<file path="src/rtl/pipe_pkg.sv">
// Shared pipeline definitions: word width, next-PC select codes, fetch FSM
// state encoding and the default bubble encoding.
package pipe_pkg;

  localparam int WORD_W = 32;

  // Next-PC select codes driven by the PC controller
  localparam logic [1:0] PCSEL_SEQ  = 2'd0;
  localparam logic [1:0] PCSEL_BR   = 2'd1;
  localparam logic [1:0] PCSEL_JMP  = 2'd2;
  localparam logic [1:0] PCSEL_HOLD = 2'd3;

  // Default encoding written into IF/ID for a bubble
  localparam logic [WORD_W-1:0] NOP_INSTR_DEFAULT = 32'h0000_0000;

  // Fetch FSM states
  typedef enum logic [1:0] {
    FS_IDLE  = 2'd0,
    FS_FETCH = 2'd1,
    FS_HELD  = 2'd2,
    FS_DRAIN = 2'd3
  } fetch_state_e;

  // Instruction addresses are word aligned; low two bits are dropped
  function automatic logic [WORD_W-1:0] align_word(input logic [WORD_W-1:0] addr);
    return {addr[WORD_W-1:2], 2'b00};
  endfunction

endpackage

</file>
<file path="src/rtl/pc_next_mux.sv">
// Combinational 4:1 next-PC select with forced word alignment.
module pc_next_mux
  import pipe_pkg::*;
(
  input  logic [1:0]        pcsel,
  input  logic [WORD_W-1:0] pc_plus4,
  input  logic [WORD_W-1:0] br_target,
  input  logic [WORD_W-1:0] jmp_target,
  input  logic [WORD_W-1:0] pcp4_hold,
  output logic [WORD_W-1:0] next_pc
);

  logic [WORD_W-1:0] selected;

  // Pick the candidate address, then clear its low two bits
  always_comb begin
    selected = pc_plus4;
    case (pcsel)
      PCSEL_SEQ:  selected = pc_plus4;
      PCSEL_BR:   selected = br_target;
      PCSEL_JMP:  selected = jmp_target;
      PCSEL_HOLD: selected = pcp4_hold;
      default:    selected = pc_plus4;
    endcase
    next_pc = align_word(selected);
  end

endmodule

</file>
<file path="src/rtl/if_fetch_stage.sv">
// Instruction-fetch stage: holds the PC, runs a single-outstanding fetch
// from instruction memory and writes the IF/ID pipeline register, with
// bubble insertion and a one-entry skid buffer for stalls.
//
// Memory handshake: imem_req is a request held high together with a stable
// imem_addr until the cycle in which imem_ready is sampled high; that cycle
// completes the fetch and imem_rdata is valid only in it. imem_ready seen
// while imem_req is low is ignored.
module if_fetch_stage
  import pipe_pkg::*;
#(
  parameter logic [31:0] RESET_PC  = 32'h0000_0000,
  parameter logic [31:0] NOP_INSTR = NOP_INSTR_DEFAULT
) (
  input  logic        clk,
  input  logic        rst,
  input  logic [1:0]  pcsel,
  input  logic [31:0] br_target,
  input  logic [31:0] jmp_target,
  input  logic [31:0] pcp4_hold,
  input  logic        if_id_retire,
  input  logic        stall,
  output logic [31:0] pcp4,
  output logic        imem_req,
  output logic [31:0] imem_addr,
  input  logic [31:0] imem_rdata,
  input  logic        imem_ready,
  output logic [31:0] if_id_instr,
  output logic [31:0] if_id_pcp4,
  output logic        if_id_valid,
  output logic [1:0]  dbg_state
);

  localparam logic [1:0] ST_IDLE  = FS_IDLE;
  localparam logic [1:0] ST_FETCH = FS_FETCH;
  localparam logic [1:0] ST_HELD  = FS_HELD;
  localparam logic [1:0] ST_DRAIN = FS_DRAIN;

  logic [1:0]  state;
  logic [31:0] pc;
  logic [31:0] next_pc;
  logic [31:0] redirect_pc;
  logic [31:0] skid_instr;
  logic [31:0] skid_pcp4;
  logic        redirect_req;

  pc_next_mux u_pc_next_mux (
    .pcsel      (pcsel),
    .pc_plus4   (pcp4),
    .br_target  (br_target),
    .jmp_target (jmp_target),
    .pcp4_hold  (pcp4_hold),
    .next_pc    (next_pc)
  );

  // Fall-through address, request and debug state decode
  always_comb begin
    pcp4         = pc + 32'd4;
    imem_addr    = pc;
    imem_req     = (state == ST_FETCH) || (state == ST_DRAIN);
    redirect_req = (pcsel != PCSEL_SEQ) && !stall;
    dbg_state    = state;
  end

  // Fetch FSM, PC, redirect register, skid buffer and IF/ID register
  always_ff @(posedge clk) begin
    if (rst) begin
      state       <= ST_IDLE;
      pc          <= RESET_PC;
      redirect_pc <= 32'h0;
      skid_instr  <= 32'h0;
      skid_pcp4   <= 32'h0;
      if_id_instr <= NOP_INSTR;
      if_id_pcp4  <= 32'h0;
      if_id_valid <= 1'b0;
    end else begin
      case (state)
        ST_IDLE: begin
          state <= ST_FETCH;
        end

        ST_FETCH: begin
          if (imem_ready) begin
            if (!stall) begin
              // Completed fetch goes straight into IF/ID; stay fetching
              if_id_instr <= if_id_retire ? NOP_INSTR : imem_rdata;
              if_id_pcp4  <= pcp4;
              if_id_valid <= !if_id_retire;
              pc          <= next_pc;
            end else begin
              // IF/ID is frozen, so park the returned word
              skid_instr <= imem_rdata;
              skid_pcp4  <= pcp4;
              state      <= ST_HELD;
            end
          end else if (!stall) begin
            if_id_instr <= NOP_INSTR;
            if_id_valid <= 1'b0;
            if (redirect_req) begin
              // Request is still outstanding: remember where to go once
              // memory answers, and throw that answer away
              redirect_pc <= next_pc;
              state       <= ST_DRAIN;
            end
          end
        end

        ST_HELD: begin
          if (!stall) begin
            if_id_instr <= if_id_retire ? NOP_INSTR : skid_instr;
            if_id_pcp4  <= skid_pcp4;
            if_id_valid <= !if_id_retire;
            pc          <= next_pc;
            state       <= ST_FETCH;
          end
        end

        ST_DRAIN: begin
          if (!stall) begin
            if_id_instr <= NOP_INSTR;
            if_id_valid <= 1'b0;
          end
          if (imem_ready) begin
            // A redirect arriving on the completing edge still wins
            pc    <= redirect_req ? next_pc : redirect_pc;
            state <= ST_FETCH;
          end else if (redirect_req) begin
            redirect_pc <= next_pc;
          end
        end

        default: begin
          state <= ST_IDLE;
        end
      endcase
    end
  end

endmodule

</file>
<file path="config.mk">
export PLATFORM = sky130hd
export DESIGN_NAME = if_fetch_stage
export DESIGN_NICKNAME = d
export VERILOG_FILES = /design/src/rtl/pipe_pkg.sv /design/src/rtl/pc_next_mux.sv /design/src/rtl/if_fetch_stage.sv
export SDC_FILE = /design/constraint.sdc
export NUM_CORES = 1
export LEC_CHECK = 0
export BUFFER_PORTS_ARGS = -buffer_cell sky130_fd_sc_hd__buf_2
export CELL_PAD_IN_SITES_DETAIL_PLACEMENT = 1
export CELL_PAD_IN_SITES_GLOBAL_PLACEMENT = 1
export CORE_UTILIZATION = 30
export DETAILED_ROUTE_END_ITERATION = 8
export PLACE_DENSITY = 0.74
export RECOVER_POWER = 50
export SLEW_MARGIN = 20
export SYNTH_ARGS = -nofsm -noshare
export SYNTH_HDL_FRONTEND = slang
export SYNTH_HIERARCHICAL = 1
export SYNTH_SLANG_ARGS = --single-unit
</file>
<file path="constraint.sdc">
create_clock -name clk -period 4.5 [get_ports clk]
set_input_delay 0.225 -clock clk [delete_from_list [all_inputs] [get_ports clk]]
set_output_delay 0.225 -clock clk [all_outputs]
set_load 0.05 [all_outputs]
</file>
# Word-level counts from Yosys, hierarchy flattened
# Index checks and enable logic that the tools add are counted.
[totals]
ff_bits = 195
input_bits = 135
out_inout_bits = 132
[op_classes]
n_eq_ne = 16
reduce_logical = 16
add_sub_neg = 1
mux = 32
[ops]
columns = ["op", "n"]
rows = [
  ["$mux W32", 16],
  ["$pmux W32 S3", 2],
  ["$pmux W32 S2", 2],
  ["$pmux W32 S4", 1],
  ["$add A32 B3 Y32 const B", 1],
  ["$mux W2", 6],
  ["$ne A2 B2 Y1 const B", 6],
  ["$ne A3 B3 Y1 const B", 4],
  ["$reduce_and A3 Y1", 3],
  ["$eq A2 B2 Y1 const B", 4],
  ["$pmux W2 S4", 1],
  ["$reduce_and A4 Y1", 2],
  ["$reduce_bool A2 Y1", 3],
  ["$reduce_and A5 Y1", 1],
  ["$eq A2 B1 Y1 const B", 2],
  ["$logic_not A2 Y1", 2],
  ["$mux W1", 3],
  ["$pmux W1 S3", 1],
  ["$reduce_bool A3 Y1", 1],
  ["$logic_not A1 Y1", 2],
  ["$logic_and A1 B1 Y1", 1],
  ["$logic_or A1 B1 Y1", 1],
]

# Longest topological paths before layout
[logic_depth]
word_depth = 6
depth_mapped = 9
depth_no_buf = 9

# Cells and area by module
# The synthesis kept the hierarchy.
[by_module_without_submodules]
columns = ["module", "seq_area_each_um2", "area_per_inst_um2", "cells_each", "instances"]
rows = [
  ["if_fetch_stage", 3903.7, 8313.0, 1005, 1],
  ["pc_next_mux", 0.0, 743.2, 39, 1],
]

# Worst setup path after synthesis
# Ideal clock, no wire load.
[synth_timing]
kind = "register to register"
startpoint = "register pc[3], in the netlist imem_addr[3]"
endpoint = "register pc[14], in the netlist imem_addr[14]"
t_arrival_ns = 3.163
setup_ns = 0.086
period_less_slack_ns = 3.249
path_slack_ns = 1.251
stages_incl_launch_ff = 8
cell_sequence = "dfxtp_1 ha_1 and2_1 nand4_2 xnor2_1 mux4_2 mux2i_1 a211oi_1"
[synth_via]
elab_chain_len = 5
[synth_lines]
columns = ["element", "line_no", "source"]
rows = [
  ["start: declaration", "if_fetch_stage.sv:40", "logic [31:0] pc;"],
  ["start signal: assignment", "if_fetch_stage.sv:89", "pc <= next_pc;"],
  ["start signal: assignment", "if_fetch_stage.sv:113", "pc <= next_pc;"],
  ["start signal: assignment", "if_fetch_stage.sv:125", "pc <= redirect_req ? next_pc : redirect_pc;"],
  ["$add A32 B3 Y32 (*)", "if_fetch_stage.sv:58", "pcp4 = pc + 32'd4;"],
  ["net pcp4[14]", "if_fetch_stage.sv:23", "output logic [31:0] pcp4,"],
  ["$pmux W32 S4 (*)", "pc_next_mux.sv:18", "case (pcsel)"],
  ["net next_pc[14]", "if_fetch_stage.sv:41", "logic [31:0] next_pc;"],
  ["$mux W32, on equally long branches", "--", ""],
  ["$mux W32, on equally long branches", "if_fetch_stage.sv:123, if_fetch_stage.sv:83", ""],
  ["$pmux W32 S3 (*)", "if_fetch_stage.sv:77", "case (state)"],
]
# The timed path passes the listed nets; every way through them passes the cells marked *. The select of a mux whose other input is x is not followed.
# A chain may end at the register's enable or synchronous reset.

# Final worst setup path
[layout_timing]
startpoint = "register pc[3], in the netlist imem_addr[3]"
endpoint = "output port pcp4[14]"
[layout_via]
elab_chain_len = 1
[layout_lines]
columns = ["element", "line_no"]
rows = [
  ["$add A32 B3 Y32", "if_fetch_stage.sv:58"],
  ["end: declaration", "if_fetch_stage.sv:23"],
]
# No other way between the ends.

==> metrics.log <==
[metrics] outcome: complete, but fails checks
[metrics] violated checks: capacitance limit, slew limit
[metrics] Worst Setup Path Type: reg2out
[metrics] RSZ-0062 raised after global routing: no
[metrics] worst-margin pin slew: 2.04 ns
[metrics] R2R depth: 6
[metrics] cts hold-fix bufs: 0
[metrics] cell area after technology mapping: 9060 µm²
[metrics] largest delay contributor family on the critical path: XOR/XNOR gates
[metrics] maximum number of pins on one net before global-route repair: 96
[metrics] power density over cell area: 386 nW/µm²
[metrics] path type of the worst min-delay path: in2reg
[metrics] setup bufs post-CTS: 0
[metrics] GRT Util Overall: roughly 20%
[metrics] cell type with the highest aggregate area in the netlist: sky130_fd_sc_hd__dfxtp_1
[metrics] Worst Setup Start Kind: flip-flop
[metrics] total negative slack: 0 ns
[metrics] fraction of layout cells with a size suffix above 1: 19.6%
[metrics] switching fraction of total power: 31.3%
[metrics] detailed-route wire length: about 30000 µm
[metrics] maximum buffer depth of the clock tree: 2
[metrics] reg-to-reg startpoint: dbg_state[1]
[metrics] Flop pwr share: 43.8%
[metrics] Cells after DPL: 1614
[metrics] effective utilization at floorplan: a little over 30%
[metrics] CTS clk-pin slew, worst paths: 0.08 ns
[metrics] number of global-route vias before repair: 8446
[metrics] Layout Cells excl Fill: 1646
[metrics] Rows: 63
[metrics] number of antenna violations at the first check in global routing: 1
[metrics] number of H-tree branching levels: 4
[metrics] gate count after technology mapping: 1044
[metrics] global route overflow: 0
[metrics] number of design-rule violations left by the first detailed-router iteration: 441
[metrics] die width: 176 µm
[metrics] worst slack on hold paths: 0.0295 ns
[metrics] launch point of the critical path: imem_addr[3]
[metrics] number of buffers and inverters on the critical path: 1
[metrics] CTS sink count: 195
[metrics] Register-to-Register Setup Slack: 1.20 ns
[metrics] Worst R2R End: skid_instr[19]
[metrics] first-pass GRT wire length: 47300 µm
[metrics] Worst Path Required: about 4.3 ns
[metrics] remaining max-slew budget at the tightest pin: -36.2%
[metrics] Worst Clk Skew: 0.0111 ns
[metrics] cell depth of the worst setup path: 5
[metrics] leakage power: approximately 0.0041 µW
[metrics] cells along the critical path: ha_1 -> and2_0 -> nand4_1 -> xnor2_1 -> buf_2
[metrics] arrival time worst endpoint: 3.11 ns
[metrics] cells resized by post-CTS repair: 0
[metrics] GPL Wtd Cong: 0.768
[metrics] number of filler instances in the final layout: between 3000 and 4000
[metrics] placeable core region: 29600 µm²
[metrics] cell with the biggest individual delay on the critical path: sky130_fd_sc_hd__xnor2_1
[metrics] HPWL reported at the end of detailed placement: approximately 21000 µm
[metrics] number of clock buffers inserted by TritonCTS: 17
[metrics] max incr delay on CP: 0.73 ns
[metrics] Internal Dissipation: 2930 µW
[metrics] library cells used by synthesis: 53
[metrics] proportion of power drawn by combinational gates: roughly a fifth
[metrics] vias per inst: about 5.2
[metrics] area share of the largest cell type after synthesis: between 40% and 50%
[metrics] Final period util: 74.0%
[metrics] Area Overhead vs Synth: 22.0%
[metrics] clock latency of the later-clocked register in the worst-skew pair: about 0.45 ns
[metrics] clock network power share: approximately 37%
[metrics] sequential element share of the synthesized area: 43.1%
[metrics] IO buf count: 260
[metrics] fin util: a little under two fifths
[metrics] maximum resistive drop on vdd: 0.000291 V
[metrics] Critical Path Sink: pcp4[14]
[metrics] fmax: 300 MHz
[metrics] number of nets in the finished design: 1379
[metrics] kind of end point of the critical path: output port
[metrics] number of warnings reported in the yosys synthesis log: 6
[metrics] EDFF count, synth: 0
[metrics] clock tree from TritonCTS: yes
[metrics] main flop type after synthesis: sky130_fd_sc_hd__dfxtp_1
[metrics] PnR Total Power: around 4300 µW
[metrics] number of DRC violations after detailed routing: 0
[metrics] Async SR Flop Fraction: 0%
[metrics] routed wirelength normalized by instance count: 18.4 µm
[metrics] full die area: 30900 µm²
[metrics] top-level port count: 267
[metrics] average instance area after synthesis: 8.67 µm²
[metrics] final worst path period need: approximately 3.3 ns
[metrics] most used cells in the layout excluding fill and tap cells: sky130_fd_sc_hd__dfxtp_1 (195), sky130_fd_sc_hd__nand2_1 (171), sky130_fd_sc_hd__buf_2 (152)
[metrics] Root Driver: sky130_fd_sc_hd__clkbuf_16
[metrics] reported max-cap violation count: 3
[metrics] Die Y-Extent: about 180 µm
[metrics] maximum net fanout on the critical path: 8
[metrics] count of final hold-check violations: 0
[metrics] count of antenna-violating nets left after detailed routing: 0
[metrics] most frequent standard cell in the layout excluding fill and tap cells: sky130_fd_sc_hd__dfxtp_1
[metrics] first-pass iteration count of the detailed router: 4
[metrics] Setup Viol. Count Final: 0
[metrics] fin. max-slew vios: 217
[metrics] vias post-DR: around 8500
[metrics] Switch Pwr: 1340 µW
[metrics] post-synthesis sequential element count: 195
[metrics] Synth area leaders: sky130_fd_sc_hd__dfxtp_1 (43%), sky130_fd_sc_hd__mux4_2 (7.5%), sky130_fd_sc_hd__nand2_1 (7.1%), sky130_fd_sc_hd__a21oi_1 (5.3%), sky130_fd_sc_hd__nor2_1 (4.4%)
==> routing by layer <==
metal | wire [µm] | vias up | track usage (%) | share of wire [%]
met3 | 1230 | 36 | 3.98 | 4.1
met4 | 624 | 0 | 6.59 | 2.1
li1 | - | 4112 | - | -
met2 | 14400 | 200 | 32.4 | 48
met5 | 0 | - | 0 | 0
met1 | 14000 | 4195 | 25.6 | 46
==> worst min path at each step <==
stage	startpoint	end	slack, ns	cells past startpoint
global placement	if_id_pcp4[17]	if_id_pcp4[17]	0.44	2
finish	imem_rdata[5]	skid_instr[5]	0.03	3
detailed placement	if_id_pcp4[4]	if_id_pcp4[4]	0.44	2
CTS	imem_rdata[5]	skid_instr[5]	0.01	3
floorplan	imem_rdata[0]	skid_instr[0]	0.36	2
global route	imem_rdata[26]	skid_instr[26]	0.02	3
==> final cells by class <==
type	count	area, µm²	area share [%]
Antenna cell	1	2.50	0.0226
Inverter	22	82.6	0.747
Clock inverter	11	151	1.37
Clock buffer	20	447	4.04
Sequential cell	195	3900	35.3
Timing Repair Buffer	275	1270	11.5
Tap cell	390	488	4.42
Multi-Input combinational cell	732	4700	42.6
==> stage by stage <==
stage | setup slack [ns] | instance area, µm²
after detailed placement | 1.56 | 10600
after global placement | 1.59 | 10600
final | 1.17 | 11100
after CTS | 1.42 | 11200
after floorplan | 1.25 | 9060
after global routing | 0.903 | 11100
==> kinds of logic after synthesis <==
| kind of cell | synth area share (%) |
|---|---|
| mux | 11.0 |
| simple gates | 18.5 |
| other cells | 0.0414 |
| flops | 43.1 |
| buf+inv | 5.55 |
| compound gates | 19.7 |
| xor+xnor | 2.03 |
| fa+ha+maj | 0.138 |
==> cells in the mapped netlist, drive strengths merged, types with 7 or more instances <==
| library cell | n |
|---|---|
| xor2 | 7 |
| mux4 | 30 |
| dfxtp | 195 |
| a211oi | 42 |
| a21oi | 96 |
| a31oi | 14 |
| and4 | 8 |
| and3 | 13 |
| xnor2 | 14 |
| clkbuf | 70 |
| mux2i | 32 |
| o21ai | 33 |
| nand3 | 19 |
| a22oi | 32 |
| nor2 | 107 |
| inv | 22 |
| nor3 | 13 |
| buf | 26 |
| a22o | 32 |
| nand4 | 9 |
| nand2 | 171 |
==> state kept, by name (all words and copies together) (netlist names) <==
signal,count
dbg_state,2
if_id_pcp4,32
imem_addr,32
if_id_valid,1
skid_pcp4,32
redirect_pc,32
if_id_instr,32
skid_instr,32
==> worst reg2reg max path, stage by stage (launching register included) <==
cell	delay (ns)
sky130_fd_sc_hd__dfxtp_1	0.44
sky130_fd_sc_hd__nor2b_2	0.17
sky130_fd_sc_hd__clkbuf_1	1.28
sky130_fd_sc_hd__nand3_2	0.54
sky130_fd_sc_hd__buf_4	0.43
sky130_fd_sc_hd__nand2_1	0.16
sky130_fd_sc_hd__a21oi_1	0.07
==> power by group through the flow <==
stage	registers (µW)	logic (µW)	clock network, µW
finish	1870	799	1600
global route	1880	859	1700
CTS	1870	821	1630
detailed placement	1910	817	0
global placement	1900	804	0
floorplan	2030	434	0
Power figures use the tool's default switching activity.
